===== src/rtl/gpi_poll_ctrl.sv =====
// rtl/gpi_poll_ctrl.sv - APB master that programs the GPI control register and polls its input data register
module gpi_poll_ctrl #(
  parameter int POLL_DIV = 1000,
  parameter int TIMEOUT  = 16
) (
  input  logic        PCLK,
  input  logic        PRESET,
  output logic        PSEL,
  output logic        PENABLE,
  output logic        PWRITE,
  output logic [2:0]  PADDR,
  output logic [31:0] PWDATA,
  input  logic [31:0] PRDATA,
  input  logic        PREADY,
  input  logic        en,
  input  logic [7:0]  cr_cfg,
  input  logic        cfg_upd,
  input  logic [7:0]  chg_clr,
  output logic [7:0]  gpi_val,
  output logic [7:0]  chg_flags,
  output logic        irq,
  output logic        err,
  output logic        busy
);

  localparam logic [2:0] S_IDLE     = 3'd0;
  localparam logic [2:0] S_WR_SETUP = 3'd1;
  localparam logic [2:0] S_WR_ACC   = 3'd2;
  localparam logic [2:0] S_RD_SETUP = 3'd3;
  localparam logic [2:0] S_RD_ACC   = 3'd4;
  localparam logic [2:0] S_WAIT     = 3'd5;

  localparam int TW = $clog2(POLL_DIV + 1);
  localparam int AW = $clog2(TIMEOUT + 1);

  localparam logic [TW-1:0] TIMER_LOAD = TW'(POLL_DIV - 1);
  localparam logic [AW-1:0] ACC_LIMIT  = AW'(TIMEOUT);
  localparam logic [2:0]    ADDR_CR    = 3'h0;
  localparam logic [2:0]    ADDR_IDR   = 3'h4;

  logic [2:0]    state;
  logic [7:0]    cr_q;
  logic          cfg_pend;
  logic          cr_retry;   // last CR write timed out; redo it after WAIT
  logic          base_valid; // a sample since the last CR write exists to compare against
  logic [TW-1:0] timer;
  logic [AW-1:0] acc_cnt;
  logic [7:0]    sample;
  logic          sample_fire;
  logic          wr_done;
  logic          prdata_unused;

  // Disabled IDR bits read as Z/X, so everything goes through the programmed mask.
  assign sample        = PRDATA[7:0] & cr_q;
  assign sample_fire   = (state == S_RD_ACC) && PREADY;
  assign wr_done       = (state == S_WR_ACC) && PREADY;
  assign prdata_unused = ^PRDATA[31:8];

  // Bus sequencer: state, registered APB outputs, poll timer and access timeout.
  always_ff @(posedge PCLK) begin
    if (PRESET) begin
      state    <= S_IDLE;
      PSEL     <= 1'b0;
      PENABLE  <= 1'b0;
      PWRITE   <= 1'b0;
      PADDR    <= '0;
      PWDATA   <= '0;
      cr_q     <= '0;
      cfg_pend <= 1'b0;
      cr_retry <= 1'b0;
      err      <= 1'b0;
      busy     <= 1'b0;
      timer    <= '0;
      acc_cnt  <= '0;
    end else begin
      if (cfg_upd) cfg_pend <= 1'b1;
      case (state)
        S_IDLE: begin
          if (en) begin
            state    <= S_WR_SETUP;
            cr_q     <= cr_cfg;
            cfg_pend <= cfg_upd;
            cr_retry <= 1'b0;
            PSEL     <= 1'b1;
            PENABLE  <= 1'b0;
            PWRITE   <= 1'b1;
            PADDR    <= ADDR_CR;
            PWDATA   <= {24'h0, cr_cfg};
            busy     <= 1'b1;
          end
        end
        S_WR_SETUP: begin
          state   <= S_WR_ACC;
          PENABLE <= 1'b1;
          acc_cnt <= AW'(1);
        end
        S_WR_ACC: begin
          if (PREADY) begin
            cr_retry <= 1'b0;
            PENABLE  <= 1'b0;
            if (!en) begin
              state <= S_IDLE;
              PSEL  <= 1'b0;
              busy  <= 1'b0;
            end else begin
              state  <= S_RD_SETUP;
              PWRITE <= 1'b0;
              PADDR  <= ADDR_IDR;
            end
          end else if (acc_cnt == ACC_LIMIT) begin
            state    <= S_WAIT;
            err      <= 1'b1;
            cr_retry <= 1'b1;
            PSEL     <= 1'b0;
            PENABLE  <= 1'b0;
            timer    <= TIMER_LOAD;
          end else begin
            acc_cnt <= acc_cnt + AW'(1);
          end
        end
        S_RD_SETUP: begin
          state   <= S_RD_ACC;
          PENABLE <= 1'b1;
          acc_cnt <= AW'(1);
        end
        S_RD_ACC: begin
          if (PREADY) begin
            PENABLE <= 1'b0;
            if (!en) begin
              state <= S_IDLE;
              PSEL  <= 1'b0;
              busy  <= 1'b0;
            end else if (cfg_pend) begin
              state    <= S_WR_SETUP;
              cr_q     <= cr_cfg;
              cfg_pend <= cfg_upd;
              PWRITE   <= 1'b1;
              PADDR    <= ADDR_CR;
              PWDATA   <= {24'h0, cr_cfg};
            end else begin
              state <= S_WAIT;
              PSEL  <= 1'b0;
              timer <= TIMER_LOAD;
            end
          end else if (acc_cnt == ACC_LIMIT) begin
            state   <= S_WAIT;
            err     <= 1'b1;
            PSEL    <= 1'b0;
            PENABLE <= 1'b0;
            timer   <= TIMER_LOAD;
          end else begin
            acc_cnt <= acc_cnt + AW'(1);
          end
        end
        S_WAIT: begin
          if (!en) begin
            state <= S_IDLE;
            busy  <= 1'b0;
          end else if (cfg_pend) begin
            state    <= S_WR_SETUP;
            cr_q     <= cr_cfg;
            cfg_pend <= cfg_upd;
            PSEL     <= 1'b1;
            PWRITE   <= 1'b1;
            PADDR    <= ADDR_CR;
            PWDATA   <= {24'h0, cr_cfg};
          end else if (timer == '0) begin
            PSEL <= 1'b1;
            if (cr_retry) begin
              state  <= S_WR_SETUP;
              PWRITE <= 1'b1;
              PADDR  <= ADDR_CR;
              PWDATA <= {24'h0, cr_q};
            end else begin
              state  <= S_RD_SETUP;
              PWRITE <= 1'b0;
              PADDR  <= ADDR_IDR;
            end
          end else begin
            timer <= timer - TW'(1);
          end
        end
        default: begin
          state   <= S_IDLE;
          PSEL    <= 1'b0;
          PENABLE <= 1'b0;
          busy    <= 1'b0;
        end
      endcase
    end
  end

  // Sample capture, sticky change flags (set beats clear) and the registered interrupt.
  always_ff @(posedge PCLK) begin
    if (PRESET) begin
      gpi_val    <= '0;
      chg_flags  <= '0;
      irq        <= 1'b0;
      base_valid <= 1'b0;
    end else begin
      irq <= |chg_flags;
      if (wr_done) base_valid <= 1'b0;
      if (sample_fire) begin
        gpi_val <= sample;
        if (base_valid) begin
          chg_flags <= (chg_flags & ~chg_clr) | (sample ^ gpi_val);
        end else begin
          base_valid <= 1'b1;
          chg_flags  <= chg_flags & ~chg_clr;
        end
      end else begin
        chg_flags <= chg_flags & ~chg_clr;
      end
    end
  end

endmodule


===== config.mk =====
export PLATFORM = sky130hd
export DESIGN_NAME = gpi_poll_ctrl
export DESIGN_NICKNAME = d
export VERILOG_FILES = /design/src/rtl/gpi_poll_ctrl.sv
export SDC_FILE = /design/constraint.sdc
export NUM_CORES = 1
export LEC_CHECK = 0
export BUFFER_PORTS_ARGS = -buffer_cell sky130_fd_sc_hd__buf_4
export CAP_MARGIN = 30
export CELL_PAD_IN_SITES_DETAIL_PLACEMENT = 0
export CELL_PAD_IN_SITES_GLOBAL_PLACEMENT = 1
export CORE_ASPECT_RATIO = 0.8
export CORE_MARGIN = 4
export CORE_UTILIZATION = 35
export CTS_CLUSTER_DIAMETER = 150
export DETAILED_ROUTE_END_ITERATION = 12
export GPL_ROUTABILITY_DRIVEN = 0
export GPL_TIMING_DRIVEN = 1
export PLACE_DENSITY_LB_ADDON = 0.1
export SYNTH_ARGS = -nofsm -noshare
export SYNTH_HDL_FRONTEND = slang
export SYNTH_SLANG_ARGS = --single-unit

===== constraint.sdc =====
create_clock -name PCLK -period 2.6 [get_ports PCLK]
set_input_delay 0.13 -clock PCLK [delete_from_list [all_inputs] [get_ports PCLK]]
set_output_delay 0.13 -clock PCLK [all_outputs]
set_load 0.005 [all_outputs]

* Word-level counts from Yosys, hierarchy flattened
Index checks and enable logic that the tools add are counted.
** Operators by class
- $add $sub $neg :: 2
- Eq/ne operators :: 28
- Muxes and demuxes :: 90
- Bitwise gates (word level) :: 8
- Reduce and logical (&&, ||, !) cells :: 23
** Operators with widths (number)
- 2-to-1 mux 32 bit :: 8
- case mux 32 bit (3 select lines) :: 1
- 2-to-1 mux 10 bit :: 8
- 2-to-1 mux 3 bit :: 19
- 2-to-1 mux 8 bit :: 6
- 2-to-1 mux 1 bit :: 33
- case mux 10 bit (3 select lines) :: 1
- inequality test 2 bit (second input constant) :: 12
- case mux 8 bit (3 select lines) :: 1
- case mux 3 bit (6 select lines) :: 1
- AND reduction 3 bit :: 6
- bitwise AND 8 bit :: 2
- inequality test 3 bit (second input constant) :: 5
- case mux 1 bit (4 select lines) :: 3
- case mux 3 bit (4 select lines) :: 1
- logical NOT 10 bit :: 1
- 2-to-1 mux 5 bit :: 2
- case mux 5 bit (2 select lines) :: 1
- subtractor 10 x 1 -> 10 bit (second input constant) :: 1
- AND reduction 9 bit :: 1
- inequality test 4 bit (second input constant) :: 2
- inverter 8 bit :: 1
- bitwise OR 8 bit :: 1
- AND reduction 8 bit :: 1
- 24 further kinds :: 33
** Word-level totals
- Flip-flop bits (word level) :: 86
- Input bits :: 53
- Output and inout bits :: 57
- Logic and storage cells :: 168

* Depth between registers and ports, before layout
Gate-level depths: netlist (run 1).
- Depth after elaboration :: 5
- Gate-level depth with buffers :: 9
- Depth with buffers taken out :: 7

* Worst setup path after synthesis (run 1)
No wires, ideal clock.
- Path kind :: register -> register
- From :: reg timer[0]
- To :: reg PWDATA[0]
- Setup time :: 0.116 ns
- Arrival :: 1.981 ns
- Required time :: 2.484 ns
- Slack :: 0.504 ns
- Stages on the path, launching flop included :: 9
- Path buffers :: 2
- Clock period less this slack :: 2.096 ns
- Cell sequence :: dfxtp_1 inv_1 ha_1 or4b_4 buf_6 o31ai_4 nand4b_4 buf_6 a31o_1
** On the way
- Cells in the longest elaborated chain, start to end :: 3
** Ends and longest elaborated chain
- from (decl) :: line 46 : logic [TW-1:0] timer;
- from (signal assigned) :: line 180 : timer <= timer - TW'(1);
- logical NOT 10 bit :: line 167 : end else if (timer == '0) begin
- inequality test 3 bit (no line)
- AND reduction 8 bit (no line)
- to (signal assigned) :: line 139 : PWDATA <= {24'h0, cr_cfg};
- to (signal assigned) :: line 166 : PWDATA <= {24'h0, cr_cfg};
- to (signal assigned) :: line 173 : PWDATA <= {24'h0, cr_q};
- to (decl) :: line 12 : output logic [31:0] PWDATA,
Every way passes these cells.
A chain may end at the register's enable or synchronous reset.

* Worst setup path after layout (run 1)
Same ends and word-level chain as after synthesis.

==> out/qor.yml, run 1 <==
place:
  dp_cells: 574
  numPortBuffers: 59
  dpl.hpwl_um: 6456
clocking:
  clk_path_buf_depth: 2
  ctsResizeCount: 0
  clock_sinks: 60
  post_cts_buffers: 0
  cts_hold_buf: 0
  clk_latency_ps: 320
  cts_buffers: 9
  cts_tree: "built"
  cts_root_buf: "clkbuf_16"
  clk_pin_slew_worst_paths_ps: 50
  htreeDepth: 3
final_layout:
  seq_area_um2: 1201
  multi_input_area_um2: 1872
  post_route_cells_drive_above_1_share: 0.1916
  fillers: 929
  area_growth_pct: 22.19
  stdcell_count: 590
  diodes: 0
  fin_nets: 526
timing:
  hold_viol_final: 0
  tightestPinTransition_ps: 632.9
  relSlewSlack: 0.5776
  min_period_over_period: 0.8721
  rsz0062_at_grt: "no"
  period_needed_ps: 2268
  worst_clock_skew_ps: 3.257
  final_max_slew_viol_count: 0
  setup-violations-final: 0
  fmax_ghz: 0.4410
  fin_tns_setup_ps: 0
floorplan:
  die_h_um: 95.21
  core_um2: 9154
  die_w_um: 117.0
  rows: 31
  dieArea_um2: 11140
  ios: 110
  initial_core_util: 0.3635
pwr:
  clkPwrFrac: 0.427
  p_sw_frac: 0.2763
  ir_drop_mv: 0.3378
  internal-power_uw: 1936
  p_per_area_nw_per_um2: 658.1
  pwr-share-seq: 0.391
  comb_power_share: 0.182
  power_leakage_uw: 0.001622
  net-switching-power_uw: 739.2
setup_path:
  end_kind: "flop"
  slowest_stage: "or4b_4"
  cp-start-kind: "flop"
  worstPathCellList: "inv_1, ha_1, or4b_4, o31ai_4, nand4b_4, nor3_1, a31o_1"
  critPathMaxStageDelay_ps: 550
  arrival_ps: 2530
  critical_path_class: "reg -> reg"
  critPathMaxFanout: 18
  cp_data_required_time_ps: 2870
  rrSetupSlack_ps: 330
synthesis:
  avgSynthCellArea_um2: 7.978
  yosysUniqueCellTypes: 53
  synth_edf_count: 0
  synth-seq-area-share: 0.3610
  ys_ff_latch: 60
  syn_area_um2: 3327
  syn_inst: 417
  yosysWarnings: 0
  synthArstFlopShare: 0
  synth_flop_cell: "dfxtp_1"
global_route:
  grt_pass1_wl_um: 14470
  grt_max_degree: 55
  grt_pass1_vias: 2799
  grt_overflow: 0
  groute.usage.overall: 0.1665
  antenna_found_initial: 0
detailed_routing:
  ant_nets: 0
  drtPass1Iterations: 4
  wl_um: 8951
  vias_per_cell: 5.195
  wl_per_cell_um: 15.17
  drc: 0
  vias: 3065
  drtIter0Drc: 199
hold_path:
  hold_path.class: "in -> reg"
outcome:
  status: "finished clean"
flow_run:
  drv_cap: 0
placed cells by master (no fill, tap or decap), types with 2 or more instances in the layout:
cell	instances
nand2_1	33
or4_1	2
nor3_1	21
a221oi_1	2
a211oi_1	4
o21a_1	3
nand3_1	22
nor2_1	39
a311oi_1	3
a21boi_0	2
clkbuf_16	9
o22ai_1	4
xnor2_1	8
a21oi_1	40
or3_1	4
clkinv_2	3
nand2b_1	6
buf_4	70
inv_1	10
and2_1	2
dfxtp_1	60
and3_1	2
ha_1	3
a31oi_1	3
nand3b_1	2
conb_1	26
a22oi_1	3
a41oi_1	3
nor2b_1	15
mux2i_1	17
o31ai_1	2
a31o_1	8
clkbuf_1	2
o21ai_0	18
nor4_1	5
power groups by stage:
stage	clock network (µW)	registers, µW	logic [µW]
2_1_floorplan	0	1040	364
5_1_grt	1230	1060	549
4_1_cts	1190	1050	490
3_3_place_gp	0	1070	485
3_5_place_dp	0	1060	487
6_report	1140	1050	487
registers in the layout, indices dropped and copies added (netlist names), 3 cells and up:
name,cells
acc_cnt,5
gpi_val,8
timer,10
state,3
chg_flags,8
PWDATA,8
cr_q,8
layout make-up:
class / instances / area share
clock buffer: 11 / 0.05725
inverter: 10 / 0.009234
tap: 115 / 0.03540
timing repair buffer: 70 / 0.1293
clock inverter: 5 / 0.01293
multi-input combinational: 319 / 0.4605
sequential: 60 / 0.2955
critical path, delay by kind of cell (launching register included):
kind	cells	cell delay, ps
simple gates	3	1130
compound gates	2	470
fa+ha+maj	1	210
buf+inv	1	80
flops	1	330
per-stage QoR:
step	instance area (µm²)	hold slack [ps]	worst slack (ps)	total power (µW)	util
floorplan	3421	247.4	503.8	1406	-
global placement	3780	335.6	394.8	1551	0.4129
detailed placement	3780	342.0	361.4	1551	0.4129
CTS	4065	1.822	343.2	2725	0.4441
global route	4065	43.81	202.8	2840	0.4441
finish	4065	13.50	332.5	2675	0.4441
layer usage:
layer  routed length, µm  GRT usage  share of wire
met5                   0          0              0
met4                  99    0.04967          0.011
met3                 444    0.04569          0.050
met2                3924     0.2358           0.44
met1                4482     0.2439           0.50
kinds of logic (layout without fill, tap and decap cells):
kind of cell / count (synthesis) / in the layout / share of synthesized area
buffers and inverters: 63 / 96 / 0.1064
adders and majority gates: 3 / 3 / 0.01128
AOI/OAI and AO/OA: 104 / 104 / 0.2020
and+or+nand+nor: 161 / 161 / 0.2460
muxes: 17 / 17 / 0.05115
xor gates and xnor gates: 8 / 8 / 0.02106
other: 1 / 26 / 0.001127
DFF: 60 / 60 / 0.3610
cells in the mapped netlist (4+ instances only):
| library cell | n | area, µm² |
|---|---|---|
| o21ai_0 | 18 | 90.09 |
| clkbuf_1 | 19 | 71.32 |
| nand3_1 | 22 | 110.1 |
| a31o_1 | 8 | 70.07 |
| nand2_1 | 33 | 123.9 |
| nand2b_1 | 6 | 37.54 |
| inv_1 | 10 | 37.54 |
| nor4_1 | 5 | 31.28 |
| buf_2 | 4 | 20.02 |
| mux2i_1 | 17 | 170.2 |
| buf_4 | 26 | 195.2 |
| o22ai_1 | 4 | 25.02 |
| or3_1 | 4 | 25.02 |
| a21oi_1 | 40 | 200.2 |
| nor2_1 | 39 | 146.4 |
| a211oi_1 | 4 | 30.03 |
| xnor2_1 | 8 | 70.07 |
| nor3_1 | 21 | 105.1 |
| dfxtp_1 | 60 | 1201 |
| nor2b_1 | 15 | 93.84 |
final timing paths:
path | start | end | cells past startpoint
max | timer[0] | PWDATA[0] | 7
min | cfg_upd | cfg_pend | 3
max reg2reg | timer[0] | PWDATA[0] | 7
min reg2reg | PADDR[2] | PADDR[2] | 2
Power figures use the tool's default switching activity.
==> run 2, diff against run 1 <==
CORE_ASPECT_RATIO = not set   (was 0.8)
==> run 2 against run 1 <==
Clock power shrank 26%. Largest power group is now sequential cells. Critical endpoint is now PWDATA[1]. Non-clock buffer count shrank 4. Hold slack gained 12 ps. First-iteration DRC count shrank 42%. Fmax grew 1.0%.
==> out/qor.yml, run 2 (same netlist as run 1, synthesis figures left out) <==
detailed_routing:
  vias: 2986  # -2.6%
  vias_per_cell: 4.977  # -4.2%
  drtIter0Drc: 116  # -42%
  ant_nets: 0  # unchanged
  wl_um: 8871  # -0.89%
  drc: 0  # unchanged
  wl_per_cell_um: 14.79  # -2.5%
  drtPass1Iterations: 4  # unchanged
hold_path:
  hold_path.class: "in -> reg"
setup_path:
  end_kind: "flop"
  critical_path_class: "reg -> reg"
  cp_data_required_time_ps: 2870  # about the same
  worstSetupStartpoint: "timer[0]"
  cp-start-kind: "flop"
  regToRegStartpoint: "timer[0]"
  rr_worst_depth: 7  # unchanged
  rrSetupSlack_ps: 360  # +20 ps
  r2r_end: "PWDATA[1]"
  critPathMaxFanout: 18  # unchanged
  arrival_ps: 2520  # about the same
  critPathCapture: "PWDATA[1]"
clocking:
  clock_sinks: 60  # unchanged
  cts_hold_buf: 0  # unchanged
  cts_root_buf: "clkbuf_8"
  clk_pin_slew_worst_paths_ps: 70  # +20 ps
  clk_latency_ps: 330  # about the same
  htreeDepth: 3  # unchanged
  cts_tree: "built"
  ctsResizeCount: 0  # unchanged
  clk_path_buf_depth: 2  # unchanged
  post_cts_buffers: 0  # unchanged
  cts_buffers: 9  # unchanged
global_route:
  grt_pass1_wl_um: 14580  # +0.76%
  grt_pass1_vias: 2801  # +0.071%
  antenna_found_initial: 0  # unchanged
  grt_overflow: 0  # unchanged
  groute.usage.overall: 0.1628  # -0.003684
  grt_max_degree: 55  # unchanged
timing:
  min_period_over_period: 0.8632  # -0.008882
  worst_slack_ps: 355.6  # +23.09 ps
  period_needed_ps: 2244  # -23.09 ps
  hold_viol_final: 0  # unchanged
  final_max_slew_viol_count: 0  # unchanged
  tightestPinTransition_ps: 659.8  # +26.86 ps
  setup-violations-final: 0  # unchanged
  relSlewSlack: 0.5602  # -0.01744
  rsz0062_at_grt: "no"
  worst_clock_skew_ps: 7.137  # +3.881 ps
  fin_tns_setup_ps: 0  # unchanged
  fmax_ghz: 0.4455  # +1.0%
floorplan:
  die_w_um: 105.5  # -9.8%
  dieArea_um2: 11130  # about the same
  ios: 110  # unchanged
  core_um2: 9240  # +0.94%
  rows: 35  # +13%
  initial_core_util: 0.3601  # -0.003396
  die_h_um: 105.5  # +11%
flow_run:
  drv_cap: 0  # unchanged
place:
  dpl.hpwl_um: 6327  # -2.0%
  place_worst_setup_slack_ps: 360.6  # -0.7990 ps
  numPortBuffers: 59  # unchanged
  dp_cells: 584  # +1.7%
  dpl_cell_area_um2: 3780  # unchanged
final_layout:
  largest_reg_flops: 10  # unchanged
  fillers: 976  # +5.1%
  diodes: 0  # unchanged
  area_growth_pct: 19.37
  fin_area_um2: 3971  # -2.3%
  most-common-layout-cells: "65 x buf_4, 60 x dfxtp_1, 40 x a21oi_1"
  stdcell_count: 600  # +1.7%
  top_register: "timer"
  post_route_cells_drive_above_1_share: 0.1868  # -0.004742
  fin_nets: 522  # -0.76%
  final_common_cell: "buf_4"
pwr:
  power_leakage_uw: 0.001557  # -4.0%
  p_per_area_nw_per_um2: 595.0  # -9.6%
  power.total_uw: 2363  # -12%
  ir_drop_mv: 0.2569  # -24%
outcome:
  status: "finished clean"
==> run 2: changes by cell type in the layout (fill, tap and decap cells not counted), sizes merged <==
cell      change
buf           -4
clkbuf        -1
clkinv        -1
clkinvlp      +1
inv           +1
==> run 2: area by class of cell <==
class                           instances  area, µm²  area share
Sequential cell                        60       1201      0.3025
Timing Repair Buffer                   66      508.0      0.1279
Tap cell                              129      161.4     0.04064
Clock inverter                          6      63.81     0.01607
Clock buffer                           10      127.6     0.03214
Inverter                               10      37.54    0.009452
Multi-Input combinational cell        319       1872      0.4713
==> run 2: where the power goes <==
part / switching (µW) / internal (µW)
registers: 66.6 / 980
logic: 263 / 211
clock network: 399 / 443
total: 728 / 1630
==> run 2: worst min path at each step <==
stage | startpoint | endpoint | slack (ps) | depth (start not counted)
floorplan | cfg_upd | cfg_pend | 250 | 2
global placement | cfg_upd | cfg_pend | 350 | 3
global route | cfg_upd | cfg_pend | 40 | 3
CTS | cfg_upd | cfg_pend | 9 | 3
detailed placement | cfg_upd | cfg_pend | 370 | 3
finish | cfg_upd | cfg_pend | 30 | 3
==> run 2: through the flow <==
stage,util,hold WS (ps)
floorplan,-,247.4
global placement,0.4091,352.7
detailed placement,0.4091,365.2
CTS,0.4298,9.340
global route,0.4298,42.32
finish,0.4298,25.07
==> run 2: worst max-delay path, cell delays in order (launching register included) <==
cell	delay [ps]
dfxtp_1	340
inv_1	80
ha_1	200
or4b_4	550
o31ai_4	350
nand4b_4	290
nor3_1	260
a31o_1	120
==> run 2: metal layers <==
| metal | routed length, µm | track usage | vias to the layer above |
|---|---|---|---|
| met4 | 77 | 0.05550 | 0 |
| met3 | 402 | 0.03062 | 8 |
| met5 | 0 | 0 | - |
| met1 | 4324 | 0.2279 | 1373 |
| met2 | 4066 | 0.2509 | 67 |
| li1 | - | - | 1538 |
==> run 3, diff against run 2 <==
CAP_MARGIN = 15   (was 30)
REMOVE_ABC_BUFFERS = 1   (was not set)
==> run 3 against run 2 <==
Highest routed layer unchanged. Sequential power is essentially flat. Wire length down 2.0%. Non-clock buffer count rose by 6. Register-to-register slack about the same. Total power grew 8.6%. Combinational power grew 3%. Global-route usage fell by 0.43 points. Design area increased by 2.3%.
==> out/qor.yml, run 3 (same netlist as run 1, synthesis figures left out) <==
outcome:
  status: "finished clean"
floorplan:
  dieArea_um2: 11130  # unchanged
  die_h_um: 105.5  # unchanged
  initial_core_util: 0.3601  # unchanged
  die_w_um: 105.5  # unchanged
  core_um2: 9240  # unchanged
  ios: 110  # unchanged
  rows: 35  # unchanged
place:
  place_worst_setup_slack_ps: 359.0  # -1.591 ps
  numPortBuffers: 59  # unchanged
  dpl_cell_area_um2: 3814  # +0.89%
  dpl.hpwl_um: 6204  # -1.9%
clocking:
  cts_buffers: 9  # unchanged
  clk_path_buf_depth: 2  # unchanged
  clk_latency_ps: 340  # about the same
  ctsResizeCount: 0  # unchanged
  cts_hold_buf: 1  # +1
  clk_pin_slew_worst_paths_ps: 70  # about the same
  cts_root_buf: "clkbuf_8"
  clock_sinks: 60  # unchanged
  htreeDepth: 3  # unchanged
  post_cts_buffers: 0  # unchanged
  cts_tree: "built"
setup_path:
  rr_worst_depth: 7  # unchanged
  end_kind: "flop"
  worstSetupStartpoint: "timer[0]"
  cp_data_required_time_ps: 2880  # about the same
  critPathMaxFanout: 18  # unchanged
  rrSetupSlack_ps: 350  # about the same
  critical_path_class: "reg -> reg"
  cp-start-kind: "flop"
  arrival_ps: 2530  # about the same
  critPathCapture: "PWDATA[4]"
  regToRegStartpoint: "timer[0]"
  r2r_end: "PWDATA[4]"
flow_run:
  drv_cap: 0  # unchanged
final_layout:
  most-common-layout-cells: "71 x buf_4, 60 x dfxtp_1, 40 x a21oi_1"
  fin_nets: 528  # +1.1%
  final_common_cell: "buf_4"
  area_growth_pct: 22.11
  post_route_cells_drive_above_1_share: 0.1950  # +0.008132
  top_register: "timer"
  fin_area_um2: 4063  # +2.3%
  largest_reg_flops: 10  # unchanged
  diodes: 0  # unchanged
detailed_routing:
  wl_um: 8697  # -2.0%
  drtIter0Drc: 131  # +13%
  ant_nets: 0  # unchanged
  drc: 0  # unchanged
  wl_per_cell_um: 14.35  # -2.9%
  vias: 3024  # +1.3%
  vias_per_cell: 4.990  # +0.27%
  drtPass1Iterations: 4  # unchanged
pwr:
  power_leakage_uw: 0.001610  # +3.4%
  p_per_area_nw_per_um2: 631.4  # +6.1%
  ir_drop_mv: 0.3151  # +23%
  power.total_uw: 2565  # +8.6%
hold_path:
  hold_path.class: "in -> reg"
global_route:
  grt_pass1_wl_um: 14210  # -2.6%
  grt_overflow: 0  # unchanged
  grt_pass1_vias: 2800  # -0.036%
  groute.usage.overall: 0.1585  # -0.004335
  antenna_found_initial: 0  # unchanged
  grt_max_degree: 44  # -20%
timing:
  tightestPinTransition_ps: 618.4  # -41.37 ps
  fmax_ghz: 0.4447  # -0.19%
  fin_tns_setup_ps: 0  # unchanged
  rsz0062_at_grt: "no"
  setup-violations-final: 0  # unchanged
  final_max_slew_viol_count: 0  # unchanged
  relSlewSlack: 0.5877  # +0.02758
  worst_slack_ps: 351.3  # -4.260 ps
  hold_viol_final: 0  # unchanged
  worst_clock_skew_ps: 8.577  # +1.440 ps
  period_needed_ps: 2249  # +4.260 ps
  min_period_over_period: 0.8649  # +0.001638
-- run 3: cell types whose count changed in the layout (fill, tap and decap cells not counted) --
cell           before  now
buf_12              1    0
buf_4              65   71
bufinv_16           1    3
clkinv_2            2    1
clkinvlp_4          2    1
dlygate4sd3_1       0    1
nor4bb_2            1    0
nor4bb_4            0    1
-- run 3: area by class of cell --
class | count | area (µm²)
sequential | 60 | 1201
clock inverter | 6 | 111.4
clock buffer | 10 | 127.6
fill | 975 | 5177
inverter | 10 | 37.54
timing repair buffer | 72 | 543.0
tap | 129 | 161.4
multi-input combinational | 319 | 1881
-- run 3: worst min-delay path by stage --
stage / start / endpoint / slack [ps] / cells after the start
3_3_place_gp: cfg_upd / cfg_pend / 340 / 3
6_report: cr_cfg[3] / cr_q[3] / 40 / 3
2_1_floorplan: PRESET / PWRITE / 200 / 1
5_1_grt: PRDATA[1] / gpi_val[1] / 50 / 3
4_1_cts: cr_cfg[5] / cr_q[5] / 20 / 3
3_5_place_dp: cfg_upd / cfg_pend / 340 / 3
-- run 3: worst max-delay path, cell delays in order (launching register included) --
cell	delay (ps)
dfxtp_1	340
inv_1	80
ha_1	210
or4b_4	550
o31ai_4	330
nand4b_4	300
nor3_1	260
a31o_1	110
-- run 3: routing by layer --
layer / GRT usage / up-vias / routed length [µm]
li1: - / 1552 / -
met1: 0.2190 / 1371 / 4175
met2: 0.2409 / 95 / 3885
met3: 0.03797 / 6 / 551
met4: 0.05550 / 0 / 85
met5: 0 / - / 0
-- run 3: through the flow --
| step | instances | hold slack (ps) | util |
|---|---|---|---|
| 3_5_place_dp | 589 | 340.8 | 0.4127 |
| 4_1_cts | 606 | 24.74 | 0.4397 |
| 2_1_floorplan | 389 | 199.1 | - |
| 3_3_place_gp | 589 | 335.4 | 0.4127 |
| 5_1_grt | 606 | 49.31 | 0.4397 |
| 6_report | 606 | 40.13 | 0.4397 |
-- run 3: power breakdown --
group	switching, µW	internal [µW]	total [µW]
logic	265	221	486
registers	65.0	980	1050
clock network	395	639	1030
total	725	1840	2570
